File: config.mk
export PLATFORM = sky130hd
export DESIGN_NAME = instr_fetch_unit
export DESIGN_NICKNAME = d
export VERILOG_FILES = /design/src/rtl/cpu_pkg.sv /design/src/rtl/fetch_fifo.sv /design/src/rtl/instr_fetch_unit.sv
export SDC_FILE = /design/constraint.sdc
export NUM_CORES = 1
export LEC_CHECK = 0
export ABC_AREA = 1
export BUFFER_PORTS_ARGS = -buffer_cell sky130_fd_sc_hd__buf_4
export CORE_UTILIZATION = 35
export CTS_BUF_LIST = sky130_fd_sc_hd__clkbuf_16
export DETAILED_ROUTE_END_ITERATION = 8
export PLACE_DENSITY = 0.63
export SLEW_MARGIN = 0
export SYNTH_ARGS = -nofsm -noshare
export SYNTH_HDL_FRONTEND = slang
export SYNTH_HIERARCHICAL = 1
export SYNTH_SLANG_ARGS = --single-unit
File: constraint.sdc
create_clock -name clk -period 1.5 [get_ports clk]
set_clock_uncertainty 0.05 [all_clocks]
set_input_delay 0.15 -clock clk [delete_from_list [all_inputs] [get_ports clk]]
set_output_delay 0.15 -clock clk [all_outputs]
set_load 0.01 [all_outputs]
File: src/rtl/cpu_pkg.sv
// Shared fetch-path constants and the prefetch entry type.
package cpu_pkg;
  localparam int ADDR_W  = 8;
  localparam int INSTR_W = 8;
  localparam logic [ADDR_W-1:0] RESET_PC = 8'h00;

  typedef struct packed {
    logic [INSTR_W-1:0] instr;
    logic [ADDR_W-1:0]  pc;
  } fetch_entry_t;
endpackage

File: src/rtl/fetch_fifo.sv
// Prefetch FIFO holding fetched words with their PCs; supports a
// same-cycle push and pop, and a flush that empties it in one cycle.
module fetch_fifo
  import cpu_pkg::*;
#(
  parameter  int DEPTH = 2,
  localparam int PW    = $clog2(DEPTH),
  localparam int CW    = $clog2(DEPTH + 1)
) (
  input  logic           clk,
  input  logic           reset,
  input  logic           push,
  input  fetch_entry_t   push_data,
  input  logic           pop,
  input  logic           flush,
  output logic [CW-1:0]  count,
  output logic           head_valid,
  output fetch_entry_t   head
);
  fetch_entry_t   mem [DEPTH];
  logic [PW-1:0]  rd_ptr, wr_ptr;
  logic           do_pop;

  assign head_valid = (count != '0);
  assign head       = mem[rd_ptr];
  assign do_pop     = pop & head_valid;

  always_ff @(posedge clk or posedge reset) begin
    if (reset) begin
      rd_ptr <= '0;
      wr_ptr <= '0;
      count  <= '0;
      for (int i = 0; i < DEPTH; i++) mem[i] <= '0;
    end else if (flush) begin
      // Pointers return to slot 0; stale contents are unreachable while count is 0.
      rd_ptr <= '0;
      wr_ptr <= '0;
      count  <= '0;
    end else begin
      if (push) begin
        mem[wr_ptr] <= push_data;
        wr_ptr      <= wr_ptr + PW'(1);
      end
      if (do_pop) rd_ptr <= rd_ptr + PW'(1);
      case ({push, do_pop})
        2'b10:   count <= count + CW'(1);
        2'b01:   count <= count - CW'(1);
        default: count <= count;
      endcase
    end
  end
endmodule

File: src/rtl/instr_fetch_unit.sv
// Fetch initiator for a 1-cycle synchronous ROM: owns the PC, reserves FIFO
// space per issued fetch, captures returning words and handles redirect/halt.
module instr_fetch_unit
  import cpu_pkg::*;
#(
  parameter int DEPTH = 2
) (
  input  logic               clk,
  input  logic               reset,
  input  logic               halt,
  input  logic               redirect_valid,
  input  logic [ADDR_W-1:0]  redirect_target,
  output logic [ADDR_W-1:0]  imem_addr,
  input  logic [INSTR_W-1:0] imem_instr,
  output logic               out_valid,
  input  logic               out_ready,
  output logic [INSTR_W-1:0] out_instr,
  output logic [ADDR_W-1:0]  out_pc
);
  localparam int CW = $clog2(DEPTH + 1);

  // Handshake: a word moves to decode in any cycle where out_valid and
  // out_ready are both high; while out_valid is high and out_ready low the
  // head (out_valid/out_instr/out_pc) is held unchanged.

  logic [ADDR_W-1:0] pc_q, tag_q;
  logic              inflight_q;
  logic [CW-1:0]     count;
  logic              pop, push, issue;
  logic [CW:0]       used, limit;
  fetch_entry_t      head, push_data;

  assign pop       = out_valid & out_ready;
  assign push      = inflight_q & ~redirect_valid;
  assign push_data = '{instr: imem_instr, pc: tag_q};

  // Space remains when queued plus in-flight words are below DEPTH, with a
  // same-cycle pop freeing one slot.
  assign used  = (CW+1)'(count) + (CW+1)'(inflight_q);
  assign limit = (CW+1)'(DEPTH) + (CW+1)'(pop);
  assign issue = ~redirect_valid & ~halt & (used < limit);

  always_ff @(posedge clk or posedge reset) begin
    if (reset) begin
      pc_q       <= RESET_PC;
      tag_q      <= '0;
      inflight_q <= 1'b0;
    end else if (redirect_valid) begin
      pc_q       <= redirect_target;
      inflight_q <= 1'b0;
    end else if (issue) begin
      pc_q       <= pc_q + ADDR_W'(1);
      tag_q      <= pc_q;
      inflight_q <= 1'b1;
    end else begin
      inflight_q <= 1'b0;
    end
  end

  fetch_fifo #(.DEPTH(DEPTH)) u_fifo (
    .clk        (clk),
    .reset      (reset),
    .push       (push),
    .push_data  (push_data),
    .pop        (pop),
    .flush      (redirect_valid),
    .count      (count),
    .head_valid (out_valid),
    .head       (head)
  );

  assign imem_addr = pc_q;
  assign out_instr = head.instr;
  assign out_pc    = head.pc;
endmodule

==> summary.txt, run 1 <==
Critical path
  – Crit. End Element: flop
  – Worst path bufs/invs: 2
  – WP data required: 1620 ps
  – Worst Setup SP: inflight_q$_DFF_PP0_
  – Top delay family on crit path: flip-flops
  – Worst Setup Path Type: reg -> reg
  – Most frequent CP cell: nand3_2
  – Worst-path maximum fanout: 5
  – Worst reg2reg path startpoint: inflight_q$_DFF_PP0_
  – CP endpoint: imem_addr[4]$_DFFE_PP0P_
  – FF-to-FF setup slack: 40 ps
  – WP data arrival: 1580 ps
  – Worst-path cell chain: ha_2, ha_4, nor2_4, nand2_2, inv_2, nand2_4, buf_6, nand3_2, nand3_2
  – Element type at the critical path start: flop
  – WP depth: 9
  – RR Endpoint: imem_addr[4]$_DFFE_PP0P_
  – Slowest cell on the critical path: dfrtp_1
  – CP peak stage delay: 380 ps
  – FF-to-FF path depth: 9

Drt
  – Wire per inst: 11.7 um
  – Routed Antenna Nets: 0
  – WL final: 5540 um
  – Vias per inst: 4.54
  – Drt initial violations: 109
  – Drt pass-1 iters: 4
  – Vias: 2,153
  – Residual DRC: 0

Timing
  – Final Max Tran Viols: 0
  – Relative slew slack: 56.9%
  – Setup repair after global routing missed its margin: yes
  – Least-Margin Pin Slew: 646 ps
  – Hold WS: 34.5 ps
  – FMAX: 683 MHz
  – Crit path time final: 1460 ps
  – Post-route setup slack: 36.5 ps
  – Final hold viol count: 0
  – Final setup viols: 0
  – Final period util: 97.6%

Clocking
  – H-tree levels: 2
  – Clock slew at reported path FFs: 70 ps
  – CTS buffer count: 5
  – Clk_lat worst skew: 290 ps
  – CTS tree: yes
  – CTS max path bufs: 2
  – Clock root cell: clkbuf_16
  – Sink Count: 53

GRT
  – Largest net degree at the start of global routing: 34
  – Initial antenna violation count: 0
  – GRT Total Usage: 14.7%
  – Grt total ovfl: 0
  – Global-route wire length before repair: 9800 um
  – Vias in the first global route: 2,068

Pwr
  – P_leak: 1.82 nW
  – Peak supply drop: 0.543 mV
  – Seq pwr share: 43.6%
  – Clk network pwr share: 29.5%
  – Psw: 0.00131 W
  – Pwr Density: 1240 nW/um^2
  – Combinational power share: 26.9%
  – Int Pwr: 0.00303 W
  – Switch share: 30.2%

Floorplan
  – Site Rows: 31
  – Core Area: 7370 um^2
  – Die Ht: 89.9 um
  – Chip width: 89.9 um
  – Initial core utilization: 36.7%
  – Ports: 46
  – DIE AREA: 8070 um^2

Synthesis
  – Seq cells post-synth: 53
  – Syn Inst Count: 321
  – Area leader, netlist: dfrtp_1
  – Synth cell types: 22
  – Post-Synthesis Net Count: 345
  – YS warnings: 6
  – Syn Area/Cell: 8.42 um^2
  – Share of Yosys cell area claimed by the top area cell type: 49.1%
  – Register area share after synthesis: 49.1%
  – Mapped Area: 2700 um^2
  – Synth area leaders: dfrtp_1 49%, nand2_1 17%, o21ai_2 10%

Final layout
  – Area growth syn-to-layout: 29.2%
  – Post-Layout Cell Count: 474
  – Share of cells above drive strength 1: 36.5%
  – Leading cell type in the layout, fill and taps excluded: nand2_1
  – Inserted Diodes: 0
  – # nets final: 398
  – Most frequent cells in the layout: 115 x nand2_1, 52 x dfrtp_1, 49 x buf_4, 33 x inv_1, 32 x o21ai_2

Placed design
  – Placed cells: 463
  – Routability cong.: 0.832
  – Dpl ws: -71.6 ps
  – I/O Buffers: 45
  – Hpwl dp: 3790 um

Flow run
  – Total of max-cap violations: 0

Hold path
  – Worst min-delay path class: in -> reg

Outcome
  – Status: completed
## timing repair
action,in CTS,in global routing
gates resized for setup,7,33
cloned,1,0
hold buffers,1,0
pin swaps,2,10
setup buffers,0,1
hold endpoints to repair,20,0
endpoints found under the setup margin,13,32
## worst register-to-register path, stage by stage, from the launching register on
cell and delay, ps:
dfrtp_1 380, ha_2 200, ha_4 160, nor2_4 90
nand2_2 60, inv_2 70, nand2_4 70, buf_6 140
nand3_2 60, nand3_2 50
## power by group through the flow
| stage | combinational, W | clock [W] | sequential [W] |
|---|---|---|---|
| 2_1_floorplan | 0.000698 | 0 | 0.00187 |
| 6_report | 0.00117 | 0.00128 | 0.00189 |
| 3_5_place_dp | 0.00113 | 0 | 0.00190 |
| 5_1_grt | 0.00132 | 0.00137 | 0.00193 |
| 4_1_cts | 0.00115 | 0.00133 | 0.00188 |
| 3_3_place_gp | 0.00111 | 0 | 0.00189 |
## state kept, by name (all words and copies together) (netlist names)
register	count
u_fifo/rd_ptr	1
u_fifo/mem	32
imem_addr	8
inflight_q	1
u_fifo/wr_ptr	1
tag_q	8
u_fifo/count	2
## metrics by stage
step	setup TNS [ps]	total power (W)	instance area [um^2]	util (%)
floorplan	0	0.00257	2710	-
global placement	-45.8	0.00300	3180	43.2
detailed placement	-717	0.00303	3180	43.2
CTS	0	0.00436	3380	45.9
global route	-420	0.00462	3490	47.4
finish	0	0.00434	3490	47.4
## logic make-up after synthesis
family,Yosys count,synth area share [%]
compound gates,47,13.3
buf+inv,51,9.22
xor+xnor,1,0.324
simple gates,166,26.7
fa+ha+maj,3,1.39
flops,53,49.1
## worst min path at each step
| stage | slack, ps | endpoint | cells after the start | start |
|---|---|---|---|---|
| 2_1_floorplan | 30 | imem_addr[0]$_DFFE_PP0P_ | 1 | reset |
| 3_3_place_gp | 50 | u_fifo/count[1]$_DFFE_PP0P_ | 2 | reset |
| 3_5_place_dp | 60 | u_fifo/count[1]$_DFFE_PP0P_ | 2 | reset |
| 4_1_cts | 20 | imem_addr[7]$_DFFE_PP0P_ | 3 | redirect_target[7] |
| 5_1_grt | 40 | imem_addr[7]$_DFFE_PP0P_ | 3 | redirect_target[7] |
| 6_report | 30 | imem_addr[7]$_DFFE_PP0P_ | 3 | redirect_target[7] |
## Yosys cell counts
cell	count
a21oi_1	2
a21oi_2	1
buf_2	4
buf_6	7
clkbuf_1	1
dfrtp_1	53
ha_1	3
inv_1	35
inv_2	4
nand2_1	124
nand2_2	6
nand2_4	1
nand3_1	23
nand3_2	1
nand3_4	1
nand3b_4	1
nand4_1	4
nor2_1	5
o21ai_0	11
o21ai_1	1
o21ai_2	32
xnor2_1	1
## cell type report
class / count / area [um^2]
Clock inverter: 3 / 41.3
Inverter: 39 / 149
Clock buffer: 5 / 125
Sequential cell: 53 / 1330
Multi-Input combinational cell: 217 / 1230
Timing Repair Buffer: 58 / 494
Tap cell: 99 / 124
Fill cell: 740 / 3880
## routing by layer
layer / up-vias / track usage [%] / routed length (um)
li1: 1115 / - / -
met1: 985 / 20.2 / 2740
met2: 51 / 24.0 / 2530
met3: 2 / 3.05 / 238
met4: 0 / 3.23 / 32
met5: - / 0 / 0
Power figures use the tool's default switching activity.
==> run 2: changes to the inputs <==
--- a/config.mk
+++ b/config.mk
@@ -5,7 +5,6 @@
 export SDC_FILE = /design/constraint.sdc
 export NUM_CORES = 1
 export LEC_CHECK = 0
-export ABC_AREA = 1
 export BUFFER_PORTS_ARGS = -buffer_cell sky130_fd_sc_hd__buf_4
 export CORE_UTILIZATION = 35
 export CTS_BUF_LIST = sky130_fd_sc_hd__clkbuf_16
==> run 2 against run 1 <==
Against the previous run:
- wire length shrank 0.76%
- first-iteration DRC count shrank 48%
- synthesized cell count shrank 45%
- the run now ends with negative setup slack left
==> summary.txt, run 2 <==
Critical path
  – Worst path bufs/invs: 1
  – WP data arrival: 2060 ps
  – Element type at the critical path start: flop
  – Worst-path cell chain: ha_4, ha_4, a211oi_4, buf_4, mux2_4, mux2_4
  – Worst Setup Path Type: reg -> reg
  – Slowest cell on the critical path: dfrtp_2
  – Crit. End Element: flop
  – Top delay family on crit path: multiplexers
  – Worst-path maximum fanout: 3
  – WP data required: 1620 ps
  – CP peak stage delay: 430 ps

Pwr
  – Total Power: 0.00467 W
  – P_leak: 1.81 nW
  – Peak supply drop: 0.566 mV
  – Pwr Density: 1240 nW/um^2

Timing
  – Post-route setup slack: -440 ps
  – Final Max Tran Viols: 0
  – Sum Neg Setup Slack: -7070 ps
  – Final hold viol count: 0
  – Setup repair after global routing missed its margin: yes
  – Relative slew slack: 68.5%
  – Final setup viols: 37
  – Least-Margin Pin Slew: 472 ps
  – FMAX: 515 MHz
  – Crit path time final: 1940 ps
  – Final period util: 129%
  – Hold WS: 27.4 ps

Drt
  – Vias per inst: 4.78
  – Residual DRC: 0
  – Vias: 1,687
  – WL final: 5490 um
  – Drt initial violations: 57
  – Routed Antenna Nets: 0
  – Wire per inst: 15.6 um
  – Drt pass-1 iters: 4

GRT
  – Grt total ovfl: 0
  – Initial antenna violation count: 0
  – Vias in the first global route: 1,709
  – GRT Total Usage: 14.9%
  – Largest net degree at the start of global routing: 37
  – Global-route wire length before repair: 8570 um

Floorplan
  – Ports: 46
  – Die Ht: 87.5 um
  – Chip width: 87.5 um
  – Initial core utilization: 36.8%
  – DIE AREA: 7650 um^2
  – Site Rows: 30
  – Core Area: 6940 um^2

Hold path
  – Worst min-delay path class: in -> reg

Synthesis
  – Mapped Area: 2560 um^2
  – Top cells by count, synth: 53 x dfrtp_1, 50 x mux2_2, 10 x mux2_4, 6 x nand2_1, 6 x o21ai_0
  – Ys flop type: dfrtp_1
  – Register area share after synthesis: 51.9%
  – Syn Inst Count: 178
  – Synth cell types: 36
  – Post-Synthesis Net Count: 202
  – Synth area leaders: dfrtp_1 52%, mux2_2 22%, mux2_4 5.9%
  – Share of flip-flops with an asynchronous set or reset: 100%
  – Area leader, netlist: dfrtp_1
  – EDFF count, synth: 0
  – YS warnings: 6
  – Share of Yosys cell area claimed by the top area cell type: 51.9%
  – Count leader, synth: dfrtp_1
  – Seq cells post-synth: 53
  – Syn Area/Cell: 14.4 um^2

Clocking
  – Sink Count: 53
  – CTS buffer count: 5
  – Clock slew at reported path FFs: 70 ps
  – CTS tree: yes
  – Clk_lat worst skew: 290 ps
  – CTS max path bufs: 2
  – Clock root cell: clkbuf_16
  – H-tree levels: 2

Final layout
  – Inserted Diodes: 0
  – Leading cell type in the layout, fill and taps excluded: buf_4
  – # nets final: 280
  – Largest reg by FF count: u_fifo/mem
  – Area growth syn-to-layout: 47.8%
  – Design Area, Final: 3780 um^2
  – Share of cells above drive strength 1: 65.4%
  – Max reg flops: 32
  – Post-Layout Cell Count: 353
  – Most frequent cells in the layout: 53 x buf_4, 51 x dfrtp_1, 43 x mux2_4, 19 x buf_6, 17 x mux2_2

Placed design
  – Routability cong.: 0.719
  – I/O Buffers: 45
  – Hpwl dp: 3470 um
  – Placed cells: 337
  – Placed cell area: 3240 um^2

Outcome
  – Status: complete, but fails checks
  – Failing checks: negative setup slack

Flow run
  – Total of max-cap violations: 0
run 2: area by class of cell:
class	instances	area, um^2
Inverter	3	11.3
Multi-Input combinational cell	115	1420
Fill cell	575	3160
Tap cell	96	120
Clock inverter	3	42.5
Clock buffer	5	125
Sequential cell	53	1330
Timing Repair Buffer	78	732
run 2: cell families (layout without fill, tap and decap cells):
family,Yosys count,count (layout),share of synthesized area [%]
AND/OR/NAND/NOR,25,26,7.39
adder cells (fa/ha/maj),3,3,1.47
AO/OA/AOI/OAI,17,17,5.19
XOR/XNOR,8,8,2.74
flip-flops,53,53,51.9
buffers and inverters,11,89,3.08
multiplexers,61,61,28.3
run 2: routing by layer:
layer,up-vias,GRT usage (%),share of wire [%]
met4,0,4.47,1.0
met1,832,20.4,48
li1,804,-,-
met2,44,23.6,47
met5,-,0,0
met3,7,3.41,4.5
run 2: power by group:
group          internal (W)  switching (W)
Sequential          0.00172       0.000199
Combinational      0.000994       0.000470
Clock              0.000784       0.000499
Total               0.00350        0.00117
run 2: what timing repair did:
item                                    in CTS  in global routing
pin swaps                                    7                  4
cloned                                       1                  2
endpoints found under the setup margin      38                 69
buffers inserted                             4                  1
gates resized for setup                     37                 36
endpoints found under the hold margin       53                  0
hold buffers                                 1                  0
run 2: final timing paths:
| check | start | endpoint | slack [ps] | cells after the start |
|---|---|---|---|---|
| max reg2reg | u_fifo/count[0]$_DFFE_PP0P_ | imem_addr[1]$_DFFE_PP0P_ | -440 | 6 |
| min reg2reg | u_fifo/mem[11]$_DFFE_PP0P_ | u_fifo/mem[11]$_DFFE_PP0P_ | 460 | 1 |
| min | redirect_target[5] | imem_addr[5]$_DFFE_PP0P_ | 30 | 3 |
| min in group asynchronous | reset | inflight_q$_DFF_PP0_ | 390 | 4 |
| max in group asynchronous | reset | u_fifo/rd_ptr$_DFFE_PP0P_ | 560 | 4 |
| max | u_fifo/count[0]$_DFFE_PP0P_ | imem_addr[1]$_DFFE_PP0P_ | -440 | 6 |
run 2: worst register-to-register path, stage by stage, from the launching register on:
cell	delay (ps)
dfrtp_2	430
ha_4	170
ha_4	230
a211oi_4	240
buf_4	150
mux2_4	290
mux2_4	260
run 2: stage by stage:
step / setup WS [ps] / util, %
after floorplan: -387 / -
after global placement: -534 / 46.7
after detailed placement: -486 / 46.7
after CTS: -425 / 52.0
after global routing: -484 / 54.5
final: -440 / 54.5
